**config.mk**
```make
export PLATFORM = sky130hd
export DESIGN_NAME = axi_status_responder
export DESIGN_NICKNAME = d
export VERILOG_FILES = /design/src/rtl/ariane_axi.sv /design/src/rtl/axi_status_responder.sv
export SDC_FILE = /design/constraint.sdc
export NUM_CORES = 1
export LEC_CHECK = 0
export CAP_MARGIN = 10
export CORE_ASPECT_RATIO = 0.6
export CORE_MARGIN = 5
export CORE_UTILIZATION = 52
export CTS_BUF_LIST = sky130_fd_sc_hd__clkbuf_4 sky130_fd_sc_hd__clkbuf_8
export CTS_CLUSTER_DIAMETER = 60
export DETAILED_ROUTE_END_ITERATION = 7
export PLACE_DENSITY = 0.88
export REMOVE_ABC_BUFFERS = 1
export SLEW_MARGIN = 20
export SYNTH_ARGS = -nofsm -noshare
export SYNTH_HDL_FRONTEND = slang
export SYNTH_SLANG_ARGS = --single-unit
```
**constraint.sdc**
```tcl
create_clock -name clk_i -period 7.6 [get_ports clk_i]
set_input_delay 1.9 -clock clk_i [delete_from_list [all_inputs] [get_ports clk_i]]
set_output_delay 1.9 -clock clk_i [all_outputs]
set_load 0.005 [all_outputs]
```
**src/rtl/ariane_axi.sv**
```systemverilog
// AXI4 channel and bundle types shared by the board interconnect.
package ariane_axi;

    localparam int unsigned IdWidth   = 4;
    localparam int unsigned AddrWidth = 64;
    localparam int unsigned DataWidth = 64;
    localparam int unsigned StrbWidth = DataWidth / 8;
    localparam int unsigned UserWidth = 1;

    typedef logic [IdWidth-1:0]   id_t;
    typedef logic [AddrWidth-1:0] addr_t;
    typedef logic [DataWidth-1:0] data_t;
    typedef logic [StrbWidth-1:0] strb_t;
    typedef logic [UserWidth-1:0] user_t;

    typedef struct packed {
        id_t        id;
        addr_t      addr;
        logic [7:0] len;
        logic [2:0] size;
        logic [1:0] burst;
        logic       lock;
        logic [3:0] cache;
        logic [2:0] prot;
        logic [3:0] qos;
        logic [3:0] region;
        logic [5:0] atop;
        user_t      user;
    } aw_chan_t;

    typedef struct packed {
        data_t data;
        strb_t strb;
        logic  last;
        user_t user;
    } w_chan_t;

    typedef struct packed {
        id_t        id;
        logic [1:0] resp;
        user_t      user;
    } b_chan_t;

    typedef struct packed {
        id_t        id;
        addr_t      addr;
        logic [7:0] len;
        logic [2:0] size;
        logic [1:0] burst;
        logic       lock;
        logic [3:0] cache;
        logic [2:0] prot;
        logic [3:0] qos;
        logic [3:0] region;
        user_t      user;
    } ar_chan_t;

    typedef struct packed {
        id_t        id;
        data_t      data;
        logic [1:0] resp;
        logic       last;
        user_t      user;
    } r_chan_t;

    typedef struct packed {
        aw_chan_t aw;
        logic     aw_valid;
        w_chan_t  w;
        logic     w_valid;
        logic     b_ready;
        ar_chan_t ar;
        logic     ar_valid;
        logic     r_ready;
    } req_t;

    typedef struct packed {
        logic    aw_ready;
        logic    ar_ready;
        logic    w_ready;
        logic    b_valid;
        b_chan_t b;
        logic    r_valid;
        r_chan_t r;
    } resp_t;

endpackage

```
**src/rtl/axi_status_responder.sv**
```systemverilog
// AXI4 read-only status window: switches, cycle counter, device ID, read count.
// Writes are accepted, discarded and answered with SLVERR.
module axi_status_responder #(
    parameter logic [63:0] BASE_ADDR = 64'hBC00_0000,
    parameter logic [63:0] DEVICE_ID = 64'hD15C_0000_0000_0001
) (
    input  logic              clk_i,
    input  logic              rst_i,
    input  logic [7:0]        sw_i,
    input  ariane_axi::req_t  axi_req_i,
    output ariane_axi::resp_t axi_resp_o
);

    localparam int unsigned SwWidth    = 8;
    localparam int unsigned CntWidth   = 64;
    localparam int unsigned RdCntWidth = 32;
    localparam int unsigned WordWidth  = 9;
    localparam int unsigned LenWidth   = 8;

    localparam logic [1:0] RespOkay   = 2'b00;
    localparam logic [1:0] RespSlverr = 2'b10;
    localparam logic [1:0] RespDecerr = 2'b11;
    localparam logic [1:0] BurstFixed = 2'b00;
    localparam logic [1:0] BurstIncr  = 2'b01;

    typedef enum logic {R_IDLE, R_BURST} r_state_e;
    typedef enum logic [1:0] {W_IDLE, W_DATA, W_RESP} w_state_e;

    logic [SwWidth-1:0]    sw_meta_q, sw_sync_q;
    logic [CntWidth-1:0]   cycle_cnt_q;
    logic [RdCntWidth-1:0] rd_count_q, rd_count_d;

    r_state_e              r_state_q, r_state_d;
    logic                  ar_ready_q, ar_ready_d;
    logic                  r_valid_q, r_valid_d;
    ariane_axi::r_chan_t   r_q, r_d;
    ariane_axi::id_t       id_q, id_d;
    ariane_axi::addr_t     addr_q, addr_d;
    logic [LenWidth-1:0]   len_q, len_d;
    logic [LenWidth-1:0]   beat_q, beat_d;
    logic [2:0]            size_q, size_d;
    logic [1:0]            burst_q, burst_d;
    ariane_axi::addr_t     next_addr;

    w_state_e              w_state_q, w_state_d;
    logic                  aw_ready_q, aw_ready_d;
    logic                  w_ready_q, w_ready_d;
    logic                  b_valid_q, b_valid_d;
    ariane_axi::b_chan_t   b_q, b_d;

    logic                  unused_req;

    // Build one read beat from the register map; a bad burst type overrides decode.
    function automatic ariane_axi::r_chan_t load_beat(
        input ariane_axi::id_t       id,
        input ariane_axi::addr_t     addr,
        input logic [1:0]            burst,
        input logic                  last,
        input logic [SwWidth-1:0]    sw,
        input logic [CntWidth-1:0]   cnt,
        input logic [RdCntWidth-1:0] rdc
    );
        ariane_axi::r_chan_t beat;
        logic [WordWidth-1:0] word;
        beat      = '0;
        beat.id   = id;
        beat.last = last;
        word      = WordWidth'((addr - BASE_ADDR) >> 3);
        if (burst != BurstFixed && burst != BurstIncr) begin
            beat.resp = RespSlverr;
        end else begin
            beat.resp = RespOkay;
            case (word)
                WordWidth'(0): beat.data = 64'(sw);
                WordWidth'(1): beat.data = cnt;
                WordWidth'(2): beat.data = DEVICE_ID;
                WordWidth'(3): beat.data = 64'(rdc);
                default:       beat.resp = RespDecerr;
            endcase
        end
        return beat;
    endfunction

    // Switch synchroniser and free-running cycle counter.
    always_ff @(posedge clk_i) begin
        if (rst_i) begin
            sw_meta_q   <= '0;
            sw_sync_q   <= '0;
            cycle_cnt_q <= '0;
        end else begin
            sw_meta_q   <= sw_i;
            sw_sync_q   <= sw_meta_q;
            cycle_cnt_q <= cycle_cnt_q + CntWidth'(1);
        end
    end

    // Read FSM state and registered AR/R outputs.
    always_ff @(posedge clk_i) begin
        if (rst_i) begin
            r_state_q  <= R_IDLE;
            ar_ready_q <= 1'b0;
            r_valid_q  <= 1'b0;
            r_q        <= '0;
            id_q       <= '0;
            addr_q     <= '0;
            len_q      <= '0;
            beat_q     <= '0;
            size_q     <= '0;
            burst_q    <= '0;
            rd_count_q <= '0;
        end else begin
            r_state_q  <= r_state_d;
            ar_ready_q <= ar_ready_d;
            r_valid_q  <= r_valid_d;
            r_q        <= r_d;
            id_q       <= id_d;
            addr_q     <= addr_d;
            len_q      <= len_d;
            beat_q     <= beat_d;
            size_q     <= size_d;
            burst_q    <= burst_d;
            rd_count_q <= rd_count_d;
        end
    end

    // Read FSM next state: accept AR, then stream len+1 beats, one per r handshake.
    always_comb begin
        r_state_d  = r_state_q;
        ar_ready_d = ar_ready_q;
        r_valid_d  = r_valid_q;
        r_d        = r_q;
        id_d       = id_q;
        addr_d     = addr_q;
        len_d      = len_q;
        beat_d     = beat_q;
        size_d     = size_q;
        burst_d    = burst_q;
        rd_count_d = rd_count_q;
        next_addr  = (burst_q == BurstFixed) ? addr_q
                                             : addr_q + (ariane_axi::AddrWidth'(1) << size_q);
        case (r_state_q)
            R_IDLE: begin
                ar_ready_d = 1'b1;
                r_valid_d  = 1'b0;
                if (axi_req_i.ar_valid && ar_ready_q) begin
                    r_state_d  = R_BURST;
                    ar_ready_d = 1'b0;
                    r_valid_d  = 1'b1;
                    id_d       = axi_req_i.ar.id;
                    addr_d     = axi_req_i.ar.addr;
                    len_d      = axi_req_i.ar.len;
                    size_d     = axi_req_i.ar.size;
                    burst_d    = axi_req_i.ar.burst;
                    beat_d     = '0;
                    r_d        = load_beat(axi_req_i.ar.id, axi_req_i.ar.addr,
                                           axi_req_i.ar.burst, axi_req_i.ar.len == '0,
                                           sw_sync_q, cycle_cnt_q, rd_count_q);
                end
            end
            R_BURST: begin
                ar_ready_d = 1'b0;
                if (r_valid_q && axi_req_i.r_ready) begin
                    if (beat_q == len_q) begin
                        r_state_d  = R_IDLE;
                        ar_ready_d = 1'b1;
                        r_valid_d  = 1'b0;
                        r_d        = '0;
                        rd_count_d = rd_count_q + RdCntWidth'(1);
                    end else begin
                        addr_d = next_addr;
                        beat_d = beat_q + LenWidth'(1);
                        r_d    = load_beat(id_q, next_addr, burst_q,
                                           (beat_q + LenWidth'(1)) == len_q,
                                           sw_sync_q, cycle_cnt_q, rd_count_q);
                    end
                end
            end
            default: r_state_d = R_IDLE;
        endcase
    end

    // Write FSM state and registered AW/W/B outputs.
    always_ff @(posedge clk_i) begin
        if (rst_i) begin
            w_state_q  <= W_IDLE;
            aw_ready_q <= 1'b0;
            w_ready_q  <= 1'b0;
            b_valid_q  <= 1'b0;
            b_q        <= '0;
        end else begin
            w_state_q  <= w_state_d;
            aw_ready_q <= aw_ready_d;
            w_ready_q  <= w_ready_d;
            b_valid_q  <= b_valid_d;
            b_q        <= b_d;
        end
    end

    // Write FSM next state: take AW, swallow W up to last, then hold SLVERR until b_ready.
    always_comb begin
        w_state_d  = w_state_q;
        aw_ready_d = aw_ready_q;
        w_ready_d  = w_ready_q;
        b_valid_d  = b_valid_q;
        b_d        = b_q;
        case (w_state_q)
            W_IDLE: begin
                aw_ready_d = 1'b1;
                w_ready_d  = 1'b0;
                b_valid_d  = 1'b0;
                if (axi_req_i.aw_valid && aw_ready_q) begin
                    w_state_d  = W_DATA;
                    aw_ready_d = 1'b0;
                    w_ready_d  = 1'b1;
                    b_d.id     = axi_req_i.aw.id;
                    b_d.resp   = RespSlverr;
                end
            end
            W_DATA: begin
                aw_ready_d = 1'b0;
                w_ready_d  = 1'b1;
                if (axi_req_i.w_valid && w_ready_q && axi_req_i.w.last) begin
                    w_state_d = W_RESP;
                    w_ready_d = 1'b0;
                    b_valid_d = 1'b1;
                end
            end
            W_RESP: begin
                aw_ready_d = 1'b0;
                w_ready_d  = 1'b0;
                b_valid_d  = 1'b1;
                if (axi_req_i.b_ready && b_valid_q) begin
                    w_state_d  = W_IDLE;
                    aw_ready_d = 1'b1;
                    b_valid_d  = 1'b0;
                    b_d        = '0;
                end
            end
            default: w_state_d = W_IDLE;
        endcase
    end

    // Response bundle is a pure repackaging of registers; unused fields stay 0.
    always_comb begin
        axi_resp_o          = '0;
        axi_resp_o.ar_ready = ar_ready_q;
        axi_resp_o.r_valid  = r_valid_q;
        axi_resp_o.r        = r_q;
        axi_resp_o.aw_ready = aw_ready_q;
        axi_resp_o.w_ready  = w_ready_q;
        axi_resp_o.b_valid  = b_valid_q;
        axi_resp_o.b        = b_q;
    end

    // Request fields this responder has no use for.
    assign unused_req = ^{axi_req_i.ar.lock, axi_req_i.ar.cache, axi_req_i.ar.prot,
                          axi_req_i.ar.qos, axi_req_i.ar.region, axi_req_i.ar.user,
                          axi_req_i.aw.addr, axi_req_i.aw.len, axi_req_i.aw.size,
                          axi_req_i.aw.burst, axi_req_i.aw.lock, axi_req_i.aw.cache,
                          axi_req_i.aw.prot, axi_req_i.aw.qos, axi_req_i.aw.region,
                          axi_req_i.aw.atop, axi_req_i.aw.user, axi_req_i.w.data,
                          axi_req_i.w.strb, axi_req_i.w.user};

endmodule

```
==> results of run 1 <==
stage by stage:
stage	hold slack [ps]	setup WS [ps]	cell area [um2]	utilization [%]
floorplan	413.8	2849	11070	-
global placement	426.6	1842	12830	58.71
detailed placement	421.8	1764	12830	58.71
CTS	429.1	2265	13620	62.32
global route	445.7	2021	13650	62.42
finish	427.7	2108	13650	62.42
placed cells by master (no fill, tap or decap), types with 16 or more instances in the layout:
cell             netlist  routed
dfxtp_1              233     233
nor2_1               161     161
clkdlybuf4s50_1        0     128
nand2_1              108     107
a21oi_1               76      76
o21ai_0               63      63
xnor2_1               53      53
clkbuf_8               0      50
nor3_1                49      48
nand3_1               45      45
xor2_1                41      41
a22o_1                31      31
mux2_2                30      30
inv_1                 29      29
a22oi_1               28      28
a31oi_1               28      27
and3_1                26      26
o211ai_1              26      26
nor4_1                22      22
or3_1                 22      22
nor2b_1               21      21
nand4_1               20      20
ha_1                  16      16
where the power goes:
group / switching (mW) / internal (mW) / total (mW)
clock network: 0.494 / 0.639 / 1.13
logic: 0.269 / 0.203 / 0.472
registers: 0.0430 / 1.28 / 1.32
total: 0.806 / 2.12 / 2.93
routing by layer:
metal,wire (um),part of all wire [%],global-route usage (%),vias up
met5,0,0,0,-
met4,832,2.6,7.550,0
met3,3414,11,6.496,78
met2,13560,42,35.22,531
met1,14170,44,34.58,5026
li1,-,-,-,5055
logic make-up (layout without fill, tap and decap cells):
| family | after synthesis | in the layout | synth area share (%) |
|---|---|---|---|
| and+or+nand+nor | 532 | 532 | 22.91 |
| AOI/OAI and AO/OA | 322 | 322 | 19.29 |
| DFF | 233 | 233 | 40.72 |
| buffers and inverters | 124 | 235 | 4.380 |
| xor gates and xnor gates | 94 | 94 | 7.187 |
| muxes | 37 | 37 | 3.561 |
| adders and majority gates | 17 | 17 | 1.922 |
| other | 1 | 3 | 0.03274 |
cell type report:
cell class | count | share of cell area, %
clock buffer | 61 | 5.648
clock inverter | 3 | 0.1375
inverter | 29 | 0.7977
multi-input combinational | 1005 | 46.37
sequential | 233 | 34.18
tap | 286 | 2.622
timing repair buffer | 142 | 10.24
how the worst max path moves through the flow:
stage / from / slack, ps / endpoint / cells past startpoint
6_report: axi_req_i[39] / 2110 / axi_resp_o[60] / 7
5_1_grt: axi_req_i[39] / 2020 / axi_resp_o[60] / 7
4_1_cts: axi_req_i[39] / 2270 / axi_resp_o[60] / 7
3_5_place_dp: axi_req_i[39] / 1760 / axi_resp_o[67] / 7
3_3_place_gp: axi_req_i[39] / 1840 / axi_resp_o[64] / 7
2_1_floorplan: axi_req_i[1] / 2850 / axi_resp_o[36] / 5
worst reg2reg max path, delay by kind of cell (launching register included):
kind	cells	cell delay, ps
DFF	1	500
AOI/OAI and AO/OA	6	2600
buffers and inverters	1	480
adders and majority gates	2	680
and+or+nand+nor	2	340
flip-flops by register name, indices dropped and copies added (netlist names), 2 cells and up:
signal,cells
id_q,4
axi_resp_o,76
cycle_cnt_q,64
w_state_q,2
len_q,8
sw_sync_q,8
size_q,3
rd_count_q,32
beat_q,8
burst_q,2
sw_meta_q,8
addr_q,12
==> qor.yml, run 1 <==
layout:
  final_cells: 1759
  drive_gt1_share_pct: 9.029
  area_growth_pct: 19.13
  multi_input_area_um2: 6327
  fill_cells: 1833
  nNetsFinal: 1756
  diodes: 0
  final-seq-area_um2: 4664
clock_network:
  cts.path.max_buffers: 3
  cts_hold_buf: 0
  ctsResizeCount: 0
  cts_tree: "done"
  clk_latency_ps: 530
  htreeDepth: 2
  clock-root-buffer: "clkbuf_8"
  post_cts_buffers: 0
  cts_buffers: 37
  clkTransAtPathRegs_ps: 60
  cts.sinks: 233
yosys:
  synth_ff_type: "dfxtp_1"
  synth_top_cell_area_share_pct: 40.72
  synthesis.area_um2: 11450
  synth_cell_types: 66
  syn_inst: 1360
  synth.top_cells.by_area: "dfxtp_1, nor2_1, xnor2_1"
  synth_seq_area_share_pct: 40.72
  ys_ff_latch: 233
  netlist_top_cells_count: "dfxtp_1, nor2_1, nand2_1"
  avgSynthCellArea_um2: 8.423
  ys_async_sr_fraction_pct: 0
  yosysTopAreaCell: "dfxtp_1"
  yosysMostFrequentCell: "dfxtp_1"
  synth_enable_flop_cells: 0
  ys_warn_count: 0
global_route:
  grtUsageTotal_pct: 24.03
  grt_pass1_vias: 10110
  grt_pass1_wl_um: 51600
  antenna_found_initial: 0
  grt_max_degree: 90
  overflow: 0
drt:
  finalWirelength_um: 31970
  drt_iter0_drc: 935
  vias_per_cell: 6.077
  antenna_left: 0
  firstDrtPassIters: 6
  drc: 0
  num_vias: 10690
  wire_per_inst_um: 18.17
setup_path:
  critPathLaunchType: "primary input"
  worstPathCellList: "clkdlybuf4s50_1, or4_1, nor4_1, nand2_1, o21ai_0, a41oi_4, a2111oi_2"
  cp.required_ps: 8010
  cp.arrival_ps: 5900
  rrSetupSlack_ps: 2960
  rr_startpoint: "size_q[2]"
  cpMaxStageDelayCell: "nand2_1"
  critical_path.top_delay_family: "simple AND/OR/NAND/NOR gates"
  cp_max_fo: 27
  worstReg2RegEnd: "axi_resp_o[39]"
  crit_buf_inv: 1
  reg2regPathDepth: 11
  max_stage_delay_ps: 950
  critPathKind: "primary input to flop"
  cp-end-kind: "flop"
sta:
  fin_worst_skew_ps: 25.53
  hold_viol: 0
  worstMarginPinSlew_ps: 1088
  rsz0062_at_grt: "no"
  maxSlewViolCount: 0
  tns_ps: 0
  period_minus_slack_ps: 5492
  fmax_mhz: 182.1
  setup_viol: 0
  relSlewSlack_pct: 26.81
  period_share_pct: 72.26
worst_hold_path:
  hold_start: "sw_meta_q[1]"
  hold_class: "flop to flop"
  min_to: "sw_sync_q[1]"
  worstHoldPathCells: 1
placement:
  place_congestion: 0.9330
  post-dp-hpwl_um: 21370
  placedCellCount: 1694
  io_buffer_count: 129
die:
  die_y_um: 125.0
  die_w_um: 201.6
  die_area_um2: 25190
  ioPinCount: 375
  rows: 42
  start_util_pct: 52.40
  core_um2: 21860
power_and_ir_drop:
  irDropWorstVdd_v: 0.0001989
  p_leak_nw: 4.683
  powerDensity_nw_per_um2: 214.4
  p_total_mw: 2.926
status:
  status: "finished clean"
run:
  maxCapViolCount: 0
No activity file was read; power rests on OpenSTA's default activity.
==> run 2: changes to the inputs <==
- CORE_UTILIZATION: 52 -> 48
- PLACE_DENSITY: 0.88 -> 0.82
- clock period: 7.6 -> 5.2 ns (I/O delays scaled with it)
==> qor.yml, run 2 (synthesis results as in run 1) <==
global_route:
  grt_pass1_vias: 10040  # -0.70%
  grt_max_degree: 82  # -8.9%
  antenna_found_initial: 0  # unchanged
  grtUsageTotal_pct: 22.60  # -1.4 points
  grt_pass1_wl_um: 51370  # -0.44%
  overflow: 0  # unchanged
clock_network:
  cts_buffers: 37  # unchanged
  post_cts_buffers: 0  # unchanged
  cts.path.max_buffers: 3  # unchanged
  clk_latency_ps: 540  # about the same
  clkTransAtPathRegs_ps: 60  # about the same
  htreeDepth: 2  # unchanged
  cts_tree: "done"
  cts.sinks: 233  # unchanged
  cts_hold_buf: 0  # unchanged
  clock-root-buffer: "clkbuf_8"
  ctsResizeCount: 0  # unchanged
status:
  status: "finished clean"
sta:
  rsz0062_at_grt: "no"
  setup_viol: 0  # unchanged
  relSlewSlack_pct: 24.91  # -1.9 points
  fin_worst_skew_ps: 21.23  # -4.308 ps
  maxSlewViolCount: 0  # unchanged
  worstMarginPinSlew_ps: 1121  # +33.23 ps
  fmax_mhz: 247.5
  tns_ps: 0  # unchanged
  hold_viol: 0  # unchanged
  period_share_pct: 77.69
  period_minus_slack_ps: 4040
setup_path:
  rr_startpoint: "size_q[2]"
  cp_max_fo: 37  # +37%
  worstPathCellList: "nor3_1, ha_1, fa_1, a211oi_1, o21bai_1, a22oi_1, nand3_1, a2111oi_4, buf_12, a31oi_1, a2111oi_2"
  critPathLaunchType: "flop"
  cp-end-kind: "flop"
  cpMaxStageDelayCell: "dfxtp_1"
  max_stage_delay_ps: 480  # -470 ps
  critPathKind: "flop to flop"
  cp.arrival_ps: 4450  # -1450 ps
  worstReg2RegEnd: "axi_resp_o[64]"
  reg2regPathDepth: 11  # unchanged
  cp.required_ps: 5610  # -2400 ps
  rrSetupSlack_ps: 1160  # -1800 ps
placement:
  io_buffer_count: 129  # unchanged
  place_congestion: 0.9450  # +1.3%
  post-dp-hpwl_um: 21840  # +2.2%
die:
  core_um2: 23300  # +6.6%
  die_y_um: 129.7  # +3.8%
  start_util_pct: 49.17  # -3.2 points
  die_area_um2: 27150  # +7.8%
  rows: 43  # +2.4%
  ioPinCount: 375  # unchanged
  die_w_um: 209.4  # +3.9%
layout:
  diodes: 0  # unchanged
  final-seq-area_um2: 4664  # unchanged
  area_growth_pct: 19.90
  fill_cells: 2041  # +11%
  nNetsFinal: 1763  # +0.40%
  final_cell_mix: "dfxtp_1, nor2_1, clkdlybuf4s50_1, nand2_1, a21oi_1"
  multi_input_area_um2: 6315  # -0.20%
  utilization_pct: 58.96  # -3.5 points
  drive_gt1_share_pct: 9.453  # +0.42 points
  largest_reg_flops: 76  # unchanged
  final_common_cell: "dfxtp_1"
drt:
  wire_per_inst_um: 17.64  # -3.0%
  drc: 0  # unchanged
  vias_per_cell: 5.834  # -4.0%
  finalWirelength_um: 31680  # -0.92%
  antenna_left: 0  # unchanged
  drt_iter0_drc: 1086  # +16%
  firstDrtPassIters: 5  # -1
  num_vias: 10480  # -2.0%
worst_hold_path:
  hold_class: "flop to flop"
  worstHoldPathCells: 1  # unchanged
  hold_start: "sw_meta_q[1]"
  min_to: "sw_sync_q[1]"
power_and_ir_drop:
  powerDensity_nw_per_um2: 312.0  # +46%
  p_leak_nw: 4.715  # +0.68%
  irDropWorstVdd_v: 0.0003351  # +68%
run:
  maxCapViolCount: 0  # unchanged
==> run 2: metal layers <==
layer  wire [um]  track usage [%]  vias up
met5           0                0        -
met4         591            5.637        0
met3        2944            5.226       58
met2       13020            33.05      426
met1       15120            33.71     4924
li1            -                -     5069
==> run 2: per-stage QoR <==
stage | worst slack [ps] | cells | hold slack [ps] | area (um2) | total power [mW]
6_report | 1160 | 1796 | 436.9 | 13730 | 4.285
5_1_grt | 927.5 | 1796 | 449.9 | 13730 | 4.477
4_1_cts | 1199 | 1796 | 436.7 | 13730 | 4.313
3_5_place_dp | 1076 | 1731 | 422.0 | 12940 | 2.646
3_3_place_gp | 1123 | 1731 | 424.9 | 12940 | 2.624
2_1_floorplan | 746.9 | 1267 | 413.8 | 11070 | 2.334
==> run 2: cell type report <==
class	count	share of cell area [%]
clock buffer	56	5.247
inverter	29	0.7926
sequential	233	33.96
tap	315	2.870
multi-input combinational	1005	45.98
timing repair buffer	149	10.59
clock inverter	9	0.5557
==> run 2: worst max path at each step <==
stage,from,end,slack (ps)
4_1_cts,size_q[2],axi_resp_o[64],1200
2_1_floorplan,size_q[2],axi_resp_o[54],750
3_3_place_gp,axi_req_i[1],axi_resp_o[64],1120
5_1_grt,size_q[2],axi_resp_o[64],930
6_report,size_q[2],axi_resp_o[64],1160
3_5_place_dp,axi_req_i[1],axi_resp_o[64],1080
==> run 2: power by group <==
group	leakage (nW)	switching (mW)	internal, mW	total, mW
registers	1.89	0.0640	1.87	1.93
logic	2.40	0.385	0.305	0.690
clock network	0.424	0.726	0.938	1.66
total	4.71	1.18	3.11	4.29
==> run 2: worst max-delay path, delay by kind of cell, from the launching register on <==
family | cells | cell delay (ps)
fa+ha+maj | 2 | 690
simple gates | 2 | 310
buf+inv | 1 | 260
flops | 1 | 480
compound gates | 6 | 2140
==> run 3: changes to the inputs <==
- CORE_UTILIZATION: 48 -> 43
- PLACE_DENSITY: 0.82 -> 0.78
- clock period: 5.2 -> 3.2 ns (I/O delays scaled with it)
==> qor.yml, run 3 (synthesis results as in run 1) <==
clock_network:
  htreeDepth: 2  # unchanged
  clkTransAtPathRegs_ps: 60  # about the same
  cts.path.max_buffers: 3  # unchanged
  clk_latency_ps: 550  # about the same
  cts_tree: "done"
  cts_buffers: 38  # +2.7%
  clock-root-buffer: "clkbuf_8"
  cts.sinks: 233  # unchanged
  cts_hold_buf: 0  # unchanged
sta:
  tns_ps: -685.0  # -685.0 ps
  period_share_pct: 101.3  # +24 points
  maxSlewViolCount: 0  # unchanged
  fin_worst_skew_ps: 22.27  # +1.046 ps
  fmax_mhz: 308.4  # +25%
  rsz0062_at_grt: "yes"
  relSlewSlack_pct: 45.53  # +21 points
  whs_ps: 430.4  # -6.581 ps
  worstMarginPinSlew_ps: 809.5  # -311.5 ps
  setup_viol: 26  # +26
  setup_ws_ps: -42.39  # -1202 ps
  hold_viol: 0  # unchanged
  period_minus_slack_ps: 3242  # -797.7 ps
layout:
  drive_gt1_share_pct: 14.32  # +4.9 points
  multi_input_area_um2: 6476  # +2.6%
  final_cells: 1911  # +6.4%
  final_cell_area_um2: 14600  # +6.3%
  utilization_pct: 55.50  # -3.5 points
  nNetsFinal: 1830  # +3.8%
  final-seq-area_um2: 4676  # +0.24%
  area_growth_pct: 27.45
  largest_reg_flops: 76  # unchanged
  final_common_cell: "dfxtp_1"
  fill_cells: 2366  # +16%
  final_cell_mix: "dfxtp_1, nor2_1, clkdlybuf4s50_1, nand2_1, a21oi_1"
setup_path:
  cp-end-kind: "flop"
  cp_max_fo: 24  # -35%
  cp.required_ps: 3620  # -1990 ps
  critPathLaunchType: "flop"
  cp.arrival_ps: 3670  # -780 ps
  critPathKind: "flop to flop"
status:
  violations: "negative setup slack"
  status: "finished, violations left"
power_and_ir_drop:
  p_leak_nw: 5.101  # +8.2%
  p_total_mw: 7.144  # +67%
  powerDensity_nw_per_um2: 489.3  # +57%
  irDropWorstVdd_v: 0.0005366  # +60%
die:
  ioPinCount: 375  # unchanged
  die_w_um: 220.7  # +5.4%
  die_y_um: 136.4  # +5.2%
  die_area_um2: 30110  # +11%
  start_util_pct: 43.55  # -5.6 points
  rows: 46  # +7.0%
  core_um2: 26300  # +13%
drt:
  drt_iter0_drc: 917  # -16%
  vias_per_cell: 5.632  # -3.5%
  finalWirelength_um: 33490  # +5.7%
  num_vias: 10760  # +2.7%
  drc: 0  # unchanged
  wire_per_inst_um: 17.52  # -0.64%
  firstDrtPassIters: 7  # +2
  antenna_left: 0  # unchanged
global_route:
  grt_pass1_wl_um: 53480  # +4.1%
  antenna_found_initial: 1  # +1
  grtUsageTotal_pct: 21.81  # -0.79 points
  grt_pass1_vias: 10140  # +0.96%
  grt_max_degree: 83  # +1.2%
  overflow: 0  # unchanged
placement:
  place_congestion: 0.8891  # -5.9%
  io_buffer_count: 129  # unchanged
  placedCellCount: 1837  # +6.1%
  place_ws_ps: -328.4  # -1404 ps
  post-dp-hpwl_um: 23000  # +5.3%
  dpl_cell_area_um2: 13530  # +4.6%
worst_hold_path:
  hold_class: "flop to flop"
run:
  maxCapViolCount: 0  # unchanged
-- run 3: worst max-delay path, stage by stage, from the launching register on --
cell       delay, ps
dfxtp_4          370
nor3b_2          160
buf_4            130
fa_2             390
a211oi_1         260
o21bai_1         170
buf_4            170
o32a_1           340
nand3_1          140
a2111oi_4         50
buf_6            160
buf_4            140
a32o_2           260
buf_12           160
a22o_1           190
-- run 3: routing by layer --
metal	vias up	wire length [um]	track usage, %
li1	5202	-	-
met1	5076	15900	32.70
met2	428	13550	30.07
met3	56	3385	6.855
met4	0	651	5.577
met5	-	0	0
-- run 3: final cells by class --
| class | instances | area share [%] |
|---|---|---|
| antenna | 1 | 0.01714 |
| tap | 360 | 3.085 |
| inverter | 29 | 0.7456 |
| timing repair buffer | 215 | 14.12 |
| sequential | 233 | 32.03 |
| clock buffer | 64 | 5.477 |
| multi-input combinational | 1005 | 44.36 |
| clock inverter | 4 | 0.1714 |
-- run 3: where the power goes --
group | switching, mW | internal, mW | leakage [nW]
Clock | 1.20 | 1.57 | 0.435
Sequential | 0.103 | 3.03 | 1.89
Combinational | 0.670 | 0.566 | 2.77
Total | 1.97 | 5.17 | 5.10
-- run 3: path summary, 6_finish.rpt --
path	start	to	slack, ps	cells after the start
max	size_q[0]	axi_resp_o[57]	-40	14
min	sw_meta_q[2]	sw_sync_q[2]	430	1
max reg2reg	size_q[0]	axi_resp_o[57]	-40	14
min reg2reg	sw_meta_q[2]	sw_sync_q[2]	430	1
-- run 3: timing repair --
action / 4_1_cts / 5_1_grt
pin swaps: 13 / 9
setup buffers: 0 / 5
gates resized for setup: 15 / 18
setup endpoints to repair: 65 / 65
cloned: 0 / 0
